===== src/rtl/alu_arbiter_if.sv =====
// -----------------------------------------------------------------------------
// alu_arbiter_if
//   Bundles the two requester channels and the response channel of the shared
//   ALU arbiter.
//   master : requester/consumer side (drives req_valid, operands, rsp_ready)
//   slave  : arbiter side (drives req_ready and the registered response)
//   Signals:
//     req_valid[1:0]   per-requester valid ([0]=req0, [1]=req1)
//     req_ready[1:0]   one-hot accept strobe
//     reqN_a/b/ctrl    per-requester operands and ALU control code
//     rsp_valid/ready  response handshake
//     rsp_id           requester that issued the operation
//     rsp_result/zero  ALU result and zero flag
//     rsp_err          illegal control code flag
// -----------------------------------------------------------------------------
interface alu_arbiter_if #(
    parameter int WIDTH = 48,
    parameter int ID_W  = 1
);
    logic [1:0]       req_valid;
    logic [1:0]       req_ready;
    logic [WIDTH-1:0] req0_a;
    logic [WIDTH-1:0] req0_b;
    logic [3:0]       req0_ctrl;
    logic [WIDTH-1:0] req1_a;
    logic [WIDTH-1:0] req1_b;
    logic [3:0]       req1_ctrl;
    logic             rsp_valid;
    logic             rsp_ready;
    logic [ID_W-1:0]  rsp_id;
    logic [WIDTH-1:0] rsp_result;
    logic             rsp_zero;
    logic             rsp_err;

    modport master (
        output req_valid, req0_a, req0_b, req0_ctrl, req1_a, req1_b, req1_ctrl, rsp_ready,
        input  req_ready, rsp_valid, rsp_id, rsp_result, rsp_zero, rsp_err
    );

    modport slave (
        input  req_valid, req0_a, req0_b, req0_ctrl, req1_a, req1_b, req1_ctrl, rsp_ready,
        output req_ready, rsp_valid, rsp_id, rsp_result, rsp_zero, rsp_err
    );
endinterface


===== src/rtl/alu_arbiter.sv =====
// -----------------------------------------------------------------------------
// alu_arbiter
//   Shares one combinational ALU between two requesters. Round-robin grant,
//   one operation in flight, registered response tagged with requester ID.
//   Ports:
//     clk    rising-edge clock
//     reset  synchronous, active-high
//     bus    alu_arbiter_if slave modport (request channels + response channel)
//   Flow per operation: IDLE (accept) -> EXEC (ALU evaluates) -> RESP (hold
//   until rsp_ready), so accept at cycle T gives rsp_valid at T+2.
// -----------------------------------------------------------------------------

// Combinational ALU: AND/OR/ADD/SUB/SLT/NOR, anything else flagged illegal.
module alu #(
    parameter int WIDTH = 48
) (
    input  logic [3:0]              ctrl,
    input  logic signed [WIDTH-1:0] a,
    input  logic signed [WIDTH-1:0] b,
    output logic [WIDTH-1:0]        result,
    output logic                    zero,
    output logic                    illegal
);
    localparam logic [WIDTH-1:0] ZERO = {WIDTH{1'b0}};
    localparam logic [WIDTH-1:0] ONE  = {{(WIDTH-1){1'b0}}, 1'b1};

    // Operation decode; both operands signed so '<' is a signed compare.
    always_comb begin
        result  = ZERO;
        illegal = 1'b0;
        case (ctrl)
            4'h0:    result = a & b;
            4'h1:    result = a | b;
            4'h2:    result = a + b;
            4'h6:    result = a - b;
            4'h7:    result = (a < b) ? ONE : ZERO;
            4'hC:    result = ~(a | b);
            default: begin
                result  = ZERO;
                illegal = 1'b1;
            end
        endcase
        zero = (result == ZERO);
    end
endmodule

module alu_arbiter #(
    parameter int WIDTH = 48,
    parameter int ID_W  = 1
) (
    input  logic          clk,
    input  logic          reset,
    alu_arbiter_if.slave  bus
);
    typedef enum logic [1:0] {
        IDLE = 2'd0,
        EXEC = 2'd1,
        RESP = 2'd2
    } state_t;

    localparam logic [WIDTH-1:0] ZERO = {WIDTH{1'b0}};

    state_t           state_q, state_d;
    logic             rr_ptr_q, rr_ptr_d;
    logic [WIDTH-1:0] a_q, a_d;
    logic [WIDTH-1:0] b_q, b_d;
    logic [3:0]       ctrl_q, ctrl_d;
    logic [ID_W-1:0]  id_q, id_d;
    logic [ID_W-1:0]  rsp_id_q, rsp_id_d;
    logic [WIDTH-1:0] rsp_result_q, rsp_result_d;
    logic             rsp_zero_q, rsp_zero_d;
    logic             rsp_err_q, rsp_err_d;
    logic [1:0]       req_ready_s;
    logic             grant_s;
    logic [WIDTH-1:0] alu_result_s;
    logic             alu_zero_s;
    logic             alu_illegal_s;

    alu #(.WIDTH(WIDTH)) u_alu (
        .ctrl    (ctrl_q),
        .a       (a_q),
        .b       (b_q),
        .result  (alu_result_s),
        .zero    (alu_zero_s),
        .illegal (alu_illegal_s)
    );

    // Next-state, grant and response-capture logic.
    always_comb begin
        state_d      = state_q;
        rr_ptr_d     = rr_ptr_q;
        a_d          = a_q;
        b_d          = b_q;
        ctrl_d       = ctrl_q;
        id_d         = id_q;
        rsp_id_d     = rsp_id_q;
        rsp_result_d = rsp_result_q;
        rsp_zero_d   = rsp_zero_q;
        rsp_err_d    = rsp_err_q;
        req_ready_s  = 2'b00;
        // Preferred requester wins if it is asking, otherwise the other one.
        grant_s      = bus.req_valid[rr_ptr_q] ? rr_ptr_q : ~rr_ptr_q;

        case (state_q)
            IDLE: begin
                if (bus.req_valid != 2'b00) begin
                    req_ready_s = grant_s ? 2'b10 : 2'b01;
                    id_d        = grant_s;
                    a_d         = grant_s ? bus.req1_a    : bus.req0_a;
                    b_d         = grant_s ? bus.req1_b    : bus.req0_b;
                    ctrl_d      = grant_s ? bus.req1_ctrl : bus.req0_ctrl;
                    state_d     = EXEC;
                end else begin
                    state_d = IDLE;
                end
            end
            EXEC: begin
                rsp_id_d = id_q;
                if (alu_illegal_s) begin
                    rsp_result_d = ZERO;
                    rsp_zero_d   = 1'b1;
                    rsp_err_d    = 1'b1;
                end else begin
                    rsp_result_d = alu_result_s;
                    rsp_zero_d   = alu_zero_s;
                    rsp_err_d    = 1'b0;
                end
                state_d = RESP;
            end
            RESP: begin
                if (bus.rsp_ready) begin
                    // Hand priority to the requester that was not just served.
                    rr_ptr_d = ~rsp_id_q;
                    state_d  = IDLE;
                end else begin
                    state_d = RESP;
                end
            end
            default: begin
                state_d = IDLE;
            end
        endcase
    end

    // State and datapath registers with synchronous reset.
    always_ff @(posedge clk) begin
        if (reset) begin
            state_q      <= IDLE;
            rr_ptr_q     <= 1'b0;
            a_q          <= ZERO;
            b_q          <= ZERO;
            ctrl_q       <= 4'h0;
            id_q         <= {ID_W{1'b0}};
            rsp_id_q     <= {ID_W{1'b0}};
            rsp_result_q <= ZERO;
            rsp_zero_q   <= 1'b0;
            rsp_err_q    <= 1'b0;
        end else begin
            state_q      <= state_d;
            rr_ptr_q     <= rr_ptr_d;
            a_q          <= a_d;
            b_q          <= b_d;
            ctrl_q       <= ctrl_d;
            id_q         <= id_d;
            rsp_id_q     <= rsp_id_d;
            rsp_result_q <= rsp_result_d;
            rsp_zero_q   <= rsp_zero_d;
            rsp_err_q    <= rsp_err_d;
        end
    end

    assign bus.req_ready  = req_ready_s;
    assign bus.rsp_valid  = (state_q == RESP);
    assign bus.rsp_id     = rsp_id_q;
    assign bus.rsp_result = rsp_result_q;
    assign bus.rsp_zero   = rsp_zero_q;
    assign bus.rsp_err    = rsp_err_q;
endmodule


===== src/flat_wrapper.sv =====
// flat-port wrapper written by rule: the top's interface ports become plain ports
module alu_arbiter_flat 
#(
    parameter int WIDTH = 48,
    parameter int ID_W  = 1
)
  (clk, reset, bus_req_valid, bus_req0_a, bus_req0_b, bus_req0_ctrl, bus_req1_a, bus_req1_b, bus_req1_ctrl, bus_rsp_ready, bus_req_ready, bus_rsp_valid, bus_rsp_id, bus_rsp_result, bus_rsp_zero, bus_rsp_err);
  alu_arbiter_if #(.WIDTH(WIDTH), .ID_W(ID_W)) bus_i ();
  input  logic clk;
  input  logic reset;
  input wire logic [$bits(bus_i.req_valid)-1:0] bus_req_valid;
  input wire logic [$bits(bus_i.req0_a)-1:0] bus_req0_a;
  input wire logic [$bits(bus_i.req0_b)-1:0] bus_req0_b;
  input wire logic [$bits(bus_i.req0_ctrl)-1:0] bus_req0_ctrl;
  input wire logic [$bits(bus_i.req1_a)-1:0] bus_req1_a;
  input wire logic [$bits(bus_i.req1_b)-1:0] bus_req1_b;
  input wire logic [$bits(bus_i.req1_ctrl)-1:0] bus_req1_ctrl;
  input wire logic [$bits(bus_i.rsp_ready)-1:0] bus_rsp_ready;
  output wire logic [$bits(bus_i.req_ready)-1:0] bus_req_ready;
  output wire logic [$bits(bus_i.rsp_valid)-1:0] bus_rsp_valid;
  output wire logic [$bits(bus_i.rsp_id)-1:0] bus_rsp_id;
  output wire logic [$bits(bus_i.rsp_result)-1:0] bus_rsp_result;
  output wire logic [$bits(bus_i.rsp_zero)-1:0] bus_rsp_zero;
  output wire logic [$bits(bus_i.rsp_err)-1:0] bus_rsp_err;
  assign bus_i.req_valid = bus_req_valid;
  assign bus_i.req0_a = bus_req0_a;
  assign bus_i.req0_b = bus_req0_b;
  assign bus_i.req0_ctrl = bus_req0_ctrl;
  assign bus_i.req1_a = bus_req1_a;
  assign bus_i.req1_b = bus_req1_b;
  assign bus_i.req1_ctrl = bus_req1_ctrl;
  assign bus_i.rsp_ready = bus_rsp_ready;
  assign bus_req_ready = bus_i.req_ready;
  assign bus_rsp_valid = bus_i.rsp_valid;
  assign bus_rsp_id = bus_i.rsp_id;
  assign bus_rsp_result = bus_i.rsp_result;
  assign bus_rsp_zero = bus_i.rsp_zero;
  assign bus_rsp_err = bus_i.rsp_err;
  alu_arbiter #(.WIDTH(WIDTH), .ID_W(ID_W)) u_core (.clk(clk), .reset(reset), .bus(bus_i));
endmodule

===== config.mk =====
export PLATFORM = sky130hd
export DESIGN_NAME = alu_arbiter_flat
export DESIGN_NICKNAME = d
export VERILOG_FILES = /design/src/rtl/alu_arbiter_if.sv /design/src/rtl/alu_arbiter.sv /design/src/flat_wrapper.sv
export SDC_FILE = /design/constraint.sdc
export NUM_CORES = 1
export LEC_CHECK = 0
export CAP_MARGIN = 10
export CORE_MARGIN = 3
export CORE_UTILIZATION = 59
export DETAILED_ROUTE_END_ITERATION = 10
export PLACE_DENSITY = 0.89
export RECOVER_POWER = 50
export REMOVE_ABC_BUFFERS = 1
export SYNTH_ARGS = -nofsm -noshare
export SYNTH_HDL_FRONTEND = slang
export SYNTH_SLANG_ARGS = --single-unit

===== constraint.sdc =====
create_clock -name clk -period 7.1 [get_ports clk]
set_clock_uncertainty 0.15 [all_clocks]
set_input_delay 0.71 -clock clk [delete_from_list [all_inputs] [get_ports clk]]
set_output_delay 0.71 -clock clk [all_outputs]
set_load 0.02 [all_outputs]

# ---- Word level (Yosys, flattened, before mapping)
# Index checks and enable logic that the tools add are counted.
dict set report word_totals {
  regBits 155
  inputBits 205
  out_inout_bits 54
  elab_cells 50
}
dict set report op_classes {
  add_sub_neg 2
  magnitude_cmp 2
  eq_ne 7
  muxes 17
  n_bitwise 5
  reduce_logical 7
}
# cell n
set ops {}
lappend ops {{case mux 48 bit (6 select lines)} 1}
lappend ops {{two-way mux 48 bit} 3}
lappend ops {{adder 48 bit} 1}
lappend ops {{bitwise AND 48 bit} 1}
lappend ops {{zero test 48 bit} 1}
lappend ops {{less-than comparator 48 bit} 1}
lappend ops {{NOT 48 bit} 1}
lappend ops {{OR 48 bit} 1}
lappend ops {{subtractor 48 bit} 1}
lappend ops {{equality test 4 x 3 -> 1 bit, second input constant} 2}
lappend ops {{two-way mux 2 bit} 4}
lappend ops {{two-way mux 1 bit} 7}
lappend ops {{case mux 2 bit (3 select lines)} 1}
lappend ops {{OR reduction 6 bit} 1}
lappend ops {{equality test 4 x 1 -> 1 bit, second input constant} 1}
lappend ops {{equality test 4 x 2 -> 1 bit, second input constant} 1}
lappend ops {{equality test 4 bit, second input constant} 1}
lappend ops {{zero test 4 bit} 1}
lappend ops {{two-way mux 4 bit} 1}
lappend ops {{AND reduction 2 bit} 2}
lappend ops {{equality test 2 x 1 -> 1 bit, second input constant} 1}
lappend ops {{equality test 2 bit, second input constant} 1}
lappend ops {{zero test 2 bit} 1}
lappend ops {{less-than comparator 1 x 2 -> 1 bit, second input constant} 1}
lappend ops {{2 further kinds} 3}

# ---- Logic depth before layout (Yosys ltp)
dict set report depth {
  ltp_word 6
  mapped_depth 17
  ltp_nobuf 16
}

# ---- Modules after synthesis
# From an unflattened synthesis, not the netlist that was laid out.
dict set report hier_totals {
  hier_cells 2199
  hier_area_um2 16321.9
}
# module n_inst cells_per_inst area_per_inst_um2 seq_area_each_um2
set modules_own_cells {}
lappend modules_own_cells {alu 1 1356 8765.9 0.0}
lappend modules_own_cells {alu_arbiter 1 843 7556.0 3103.0}

# ---- Worst setup path after synthesis
# Ideal clock, no wire load.
dict set report synth_path {
  kind {register -> register}
  from {reg u_core.a_q[0]}
  to {reg u_core.rsp_zero_q (netlist: u_core.bus.rsp_zero)}
  setup_time_ps 59
  t_arrival_ps 3905
  required_time_ps 6891
  path_slack_ps 2986
  stages_incl_launch_ff 17
  n_path_buf 0
  period_less_slack_ps 4114
  cell_sequence {dfxtp_1 -> inv_1 -> ha_1 -> fa_1 -> o21ba_1 -> or4_4 -> a2111oi_4 -> o2111ai_4 -> a2111oi_1 -> nor2_1 -> or3_1 -> a21oi_1 -> nand3_1 -> nor4_1 -> nand4_1 -> nor4_2 -> a41o_1}
}
dict set report synth_between {
  elab_chain_len 5
  word_cells_on_any_way 10
  classes_between {2 x add/sub; 1 x order compare; 3 x mux; 3 x bitwise; 1 x reduce/logical}
}
# item line_no
set synth_lines {}
lappend synth_lines {{from (decl)} alu_arbiter.sv:65} ;# logic [WIDTH-1:0] a_q, a_d;
lappend synth_lines {{from (signal assigned)} alu_arbiter.sv:150} ;# a_q <= ZERO;
lappend synth_lines {{from (signal assigned)} alu_arbiter.sv:161} ;# a_q <= a_d;
lappend synth_lines {{less-than comparator 48 bit or OR 48 bit (tied branches)} {alu_arbiter.sv:36, alu_arbiter.sv:33, alu_arbiter.sv:37}}
lappend synth_lines {{two-way mux 1 bit or NOT 48 bit (tied branches)} {alu_arbiter.sv:36, alu_arbiter.sv:37}}
lappend synth_lines {{case mux 48 bit (6 select lines) *} alu_arbiter.sv:31} ;# case (ctrl)
lappend synth_lines {{zero test 48 bit *} alu_arbiter.sv:43} ;# zero = (result == ZERO);
lappend synth_lines {{two-way mux 1 bit *} alu_arbiter.sv:119} ;# if (alu_illegal_s) begin
lappend synth_lines {{to (signal assigned)} alu_arbiter.sv:167} ;# rsp_zero_q <= rsp_zero_d;
lappend synth_lines {{to (decl)} alu_arbiter.sv:71} ;# logic rsp_zero_q, rsp_zero_d;
# Mark *: on every way between the ends. The rest lies on a longest branch, timed or not.
# A chain may end at the register's enable or synchronous reset.

# ---- Final worst setup path
dict set report layout_path {
  from {reg u_core.b_q[4]}
  to {reg u_core.rsp_zero_q (netlist: u_core.bus.rsp_zero)}
}
dict set report layout_between {
  elab_chain_len 5
  word_cells_on_any_way 10
  classes_between {2 x add/sub; 1 x order compare; 3 x mux; 3 x bitwise; 1 x reduce/logical}
}
# item line_no
set layout_lines {}
lappend layout_lines {{from (decl)} alu_arbiter.sv:66} ;# logic [WIDTH-1:0] b_q, b_d;
lappend layout_lines {{from (signal assigned)} alu_arbiter.sv:151} ;# b_q <= ZERO;
lappend layout_lines {{from (signal assigned)} alu_arbiter.sv:162} ;# b_q <= b_d;
lappend layout_lines {{less-than comparator 48 bit or OR 48 bit (tied branches)} {alu_arbiter.sv:36, alu_arbiter.sv:33, alu_arbiter.sv:37}}
lappend layout_lines {{two-way mux 1 bit or NOT 48 bit (tied branches)} {alu_arbiter.sv:36, alu_arbiter.sv:37}}
lappend layout_lines {{case mux 48 bit (6 select lines) *} alu_arbiter.sv:31}
lappend layout_lines {{zero test 48 bit *} alu_arbiter.sv:43}
lappend layout_lines {{two-way mux 1 bit *} alu_arbiter.sv:119}
# Marked as above.

==> flow_metrics.env <==
export IMPL_rr_endpoint="u_core.bus.rsp_zero"
export IMPL_cts_resized_gates=0
export IMPL_cts_htree_levels=4
export IMPL_synth_warnings=0
export IMPL_rsz0062_at_grt="false"
export IMPL_vias=16600
export IMPL_viasPerCell=6.70
export IMPL_hold_end="u_core.bus.rsp_result[10]"
export IMPL_clk_root_buffer_cell="clkbuf_16"
export IMPL_gr_total_overflow=0
export IMPL_grt_total_usage_pct=39.2
export IMPL_met2WireLength_um=25000
export IMPL_dr_first_iter_drc_count=2279
export IMPL_dieArea_um2=27100
export IMPL_wl_per_cell_um=22.2
export IMPL_setup_violations=0
export IMPL_hold_class="flip-flop to flip-flop"
export IMPL_synth_area_um2=14900
export IMPL_drcViolationCount=0
export IMPL_yosysSeqAreaShare_pct=20.9
export IMPL_crit_fanout=13
export IMPL_cap_violations=2
export IMPL_power_per_cell_area_nw_per_um2=229
export IMPL_port_buffers=258
export IMPL_startpoint_type="flip-flop"
export IMPL_grt_pass1_wl_um=84600
export IMPL_cts_tree="done"
export IMPL_dp_hpwl_um=41900
export IMPL_timing_hold_ws_ns=0.305
export IMPL_cp_top_family="simple AND/OR/NAND/NOR gates"
export IMPL_final_nets=2513
export IMPL_failed_checks="max-capacitance violations, max-slew violations"
export IMPL_netlist_instances=1983
export IMPL_min_from="u_core.bus.rsp_result[10]"
export IMPL_ir_drop_mv=0.129
export IMPL_slowest_delay_ns=0.69
export IMPL_end_kind="flip-flop"
export IMPL_clock_latency_ns=0.44
export IMPL_cts_made_buffers=17
export IMPL_critPathMostFrequentCell="nand4_1"
export IMPL_drive_above_1_share_pct=4.27
export IMPL_postLayoutCoreUtil_pct=73.7
export IMPL_initial_core_util_pct=60.6
export IMPL_rows=57
export IMPL_max_slew_margin_pct=-134
export IMPL_io_pins=259
export IMPL_post_route_period_util_pct=72.0
export IMPL_r2r_slack_ns=1.99
export IMPL_firstDrtPassIters=8
export IMPL_hold_viol=0
export IMPL_areaGrowthSynthToFinish_pct=21.7
export IMPL_syn_area_per_cell_um2=7.50
export IMPL_top_layer="met4"
export IMPL_cts_setup_buffers=0
export IMPL_first_global_vias=15900
export IMPL_cts_sinks=155
export IMPL_ant_nets=0
export IMPL_wirelength_um=55100
export IMPL_synth_edf_count=0
export IMPL_hold_depth=2
export IMPL_cp_arrival_ns=5.34
export IMPL_worstMarginPinSlew_ns=3.50
export IMPL_slew_violations=157
export IMPL_min_period_ns=5.11
export IMPL_wl_met3_um=6060
export IMPL_ys_seq_elements=155
export IMPL_chipWidth_um=165
export IMPL_clk_pin_slew_ns=0.08
export IMPL_crit_type="flip-flop to flip-flop"
export IMPL_cts_hold_buf=0
export IMPL_leakage_uw=0.00755
export IMPL_wl_met1_um=21500
export IMPL_nFillCells=1882
export IMPL_worstPathCellList="inv_1 > ha_1 > or4_1 > a2111oi_2 > o31ai_1 > a41oi_1 > xnor2_1 > a221oi_1 > and3_1 > nand4_1 > nor4_1 > nand4_1 > nor4_2 > a41o_1"
export IMPL_crit_buf_inv=1
export IMPL_antenna_cells=0
export IMPL_worstRegToRegCells=14
export IMPL_status="complete, but fails checks"
export IMPL_coreArea_um2=24500
export IMPL_place_congestion=1.02
export IMPL_crit_required_ns=7.33
export IMPL_max_freq_ghz=0.196
export IMPL_ys_types=82
export IMPL_antenna_found_initial=0
export IMPL_grt_max_degree=95
export IMPL_slowest_stage="or4_1"
export IMPL_rr_startpoint="u_core.b_q[4]"
export IMPL_clk_path_buf_depth=2
export IMPL_die_h_um=165
export IMPL_async_flop_share_pct=0
export IMPL_synth_flop_cell="dfxtp_1"
registers in the layout (all words and copies together) (netlist names):
name / cells
u_core.a_q: 48
u_core.b_q: 48
u_core.bus.rsp_err: 1
u_core.bus.rsp_id: 1
u_core.bus.rsp_result: 48
u_core.bus.rsp_zero: 1
u_core.ctrl_q: 4
u_core.id_q: 1
u_core.rr_ptr_q: 1
u_core.state_q: 2
per-stage QoR:
| stage | instance area [um^2] | std cells | power [uW] | setup TNS [ns] | setup WS (ns) |
|---|---|---|---|---|---|
| global route | 18100 | 2479 | 4330 | 0 | 1.84 |
| detailed placement | 17500 | 2447 | 3130 | 0 | 2.19 |
| CTS | 18100 | 2479 | 4070 | 0 | 2.15 |
| finish | 18100 | 2479 | 4140 | 0 | 1.99 |
| floorplan | 14300 | 1845 | 2480 | -213.12 | -3.02 |
| global placement | 17500 | 2447 | 3080 | 0 | 2.32 |
layer usage:
layer / up-vias / track usage (%)
li1: 7530 / -
met1: 7704 / 50.2
met2: 1139 / 63.2
met3: 227 / 8.38
met4: 0 / 18.0
met5: - / 0
cells by family after synthesis:
group,after synthesis,share of synthesized area (%)
AO/OA/AOI/OAI,624,29.6
adder cells (fa/ha/maj),166,14.1
XOR/XNOR,33,1.94
flip-flops,155,20.9
buffers and inverters,277,7.08
multiplexers,111,7.50
AND/OR/NAND/NOR,617,18.9
layout by cell type (no fill, tap or decap), drive strengths merged, types with 29 or more instances in the layout:
cell	instances
a211oi	155
a21oi	139
a221oi	30
clkdlybuf4s50	205
dfxtp	155
dlygate4sd3	52
ha	164
inv	144
mux2i	108
nand2	112
nor2	308
nor3	46
o211ai	29
o21ai	74
cell type report:
type | instances | area (um^2) | share of cell area (%)
timing repair buffer | 278 | 2720 | 15.1
tap | 324 | 405 | 2.24
inverter | 139 | 522 | 2.88
multi-input combinational | 1551 | 10800 | 59.5
sequential | 155 | 3100 | 17.2
clock buffer | 19 | 443 | 2.45
clock inverter | 13 | 130 | 0.719
report_power, final:
| group | total [uW] | switching (uW) | internal [uW] |
|---|---|---|---|
| clock | 949 | 446 | 503 |
| sequential | 1080 | 109 | 974 |
| combinational | 2110 | 1330 | 782 |
| total | 4140 | 1880 | 2260 |
cells in the mapped netlist, types with 12 or more instances:
cell      instances  area (um^2)
o21ai_0          63          315
nor2_1          308         1160
xnor2_1          27          236
o21bai_1         14          105
buf_1            24         90.1
a221o_1          23          230
a221oi_1         30          263
nor4_1           13         81.3
o31ai_1          19          143
mux2i_1         108         1080
nand4_1          26          163
dfxtp_1         155         3100
nand2_1         112          420
a21o_1           23          173
clkbuf_1        109          409
nor3_1           46          230
inv_1           134          503
o211ai_1         29          218
or3_1            12         75.1
a211oi_1        153         1150
a21oi_1         139          696
nor2b_1          22          138
ha_1            164         2050
nand3_1          13         65.1
a31oi_1          15         93.8
how the worst max path moves through the flow:
| stage | to | cells past startpoint | from | slack [ns] |
|---|---|---|---|---|
| floorplan | bus_req_ready[1] | 2 | bus_req_valid[1] | -3.02 |
| global placement | u_core.bus.rsp_zero | 16 | u_core.a_q[0] | 2.32 |
| detailed placement | u_core.bus.rsp_zero | 16 | u_core.a_q[0] | 2.19 |
| CTS | u_core.bus.rsp_zero | 16 | u_core.a_q[0] | 2.15 |
| global route | u_core.bus.rsp_zero | 14 | u_core.b_q[4] | 1.84 |
| finish | u_core.bus.rsp_zero | 14 | u_core.b_q[4] | 1.99 |
tightest hold or removal path: cells and delay by family, from the launching register on:
family	cells	cell delay (ns)
DFF	1	0.31
AOI/OAI and AO/OA	1	0.05
and+or+nand+nor	1	0.05
Note: power is estimated with default switching activity, not from simulation.
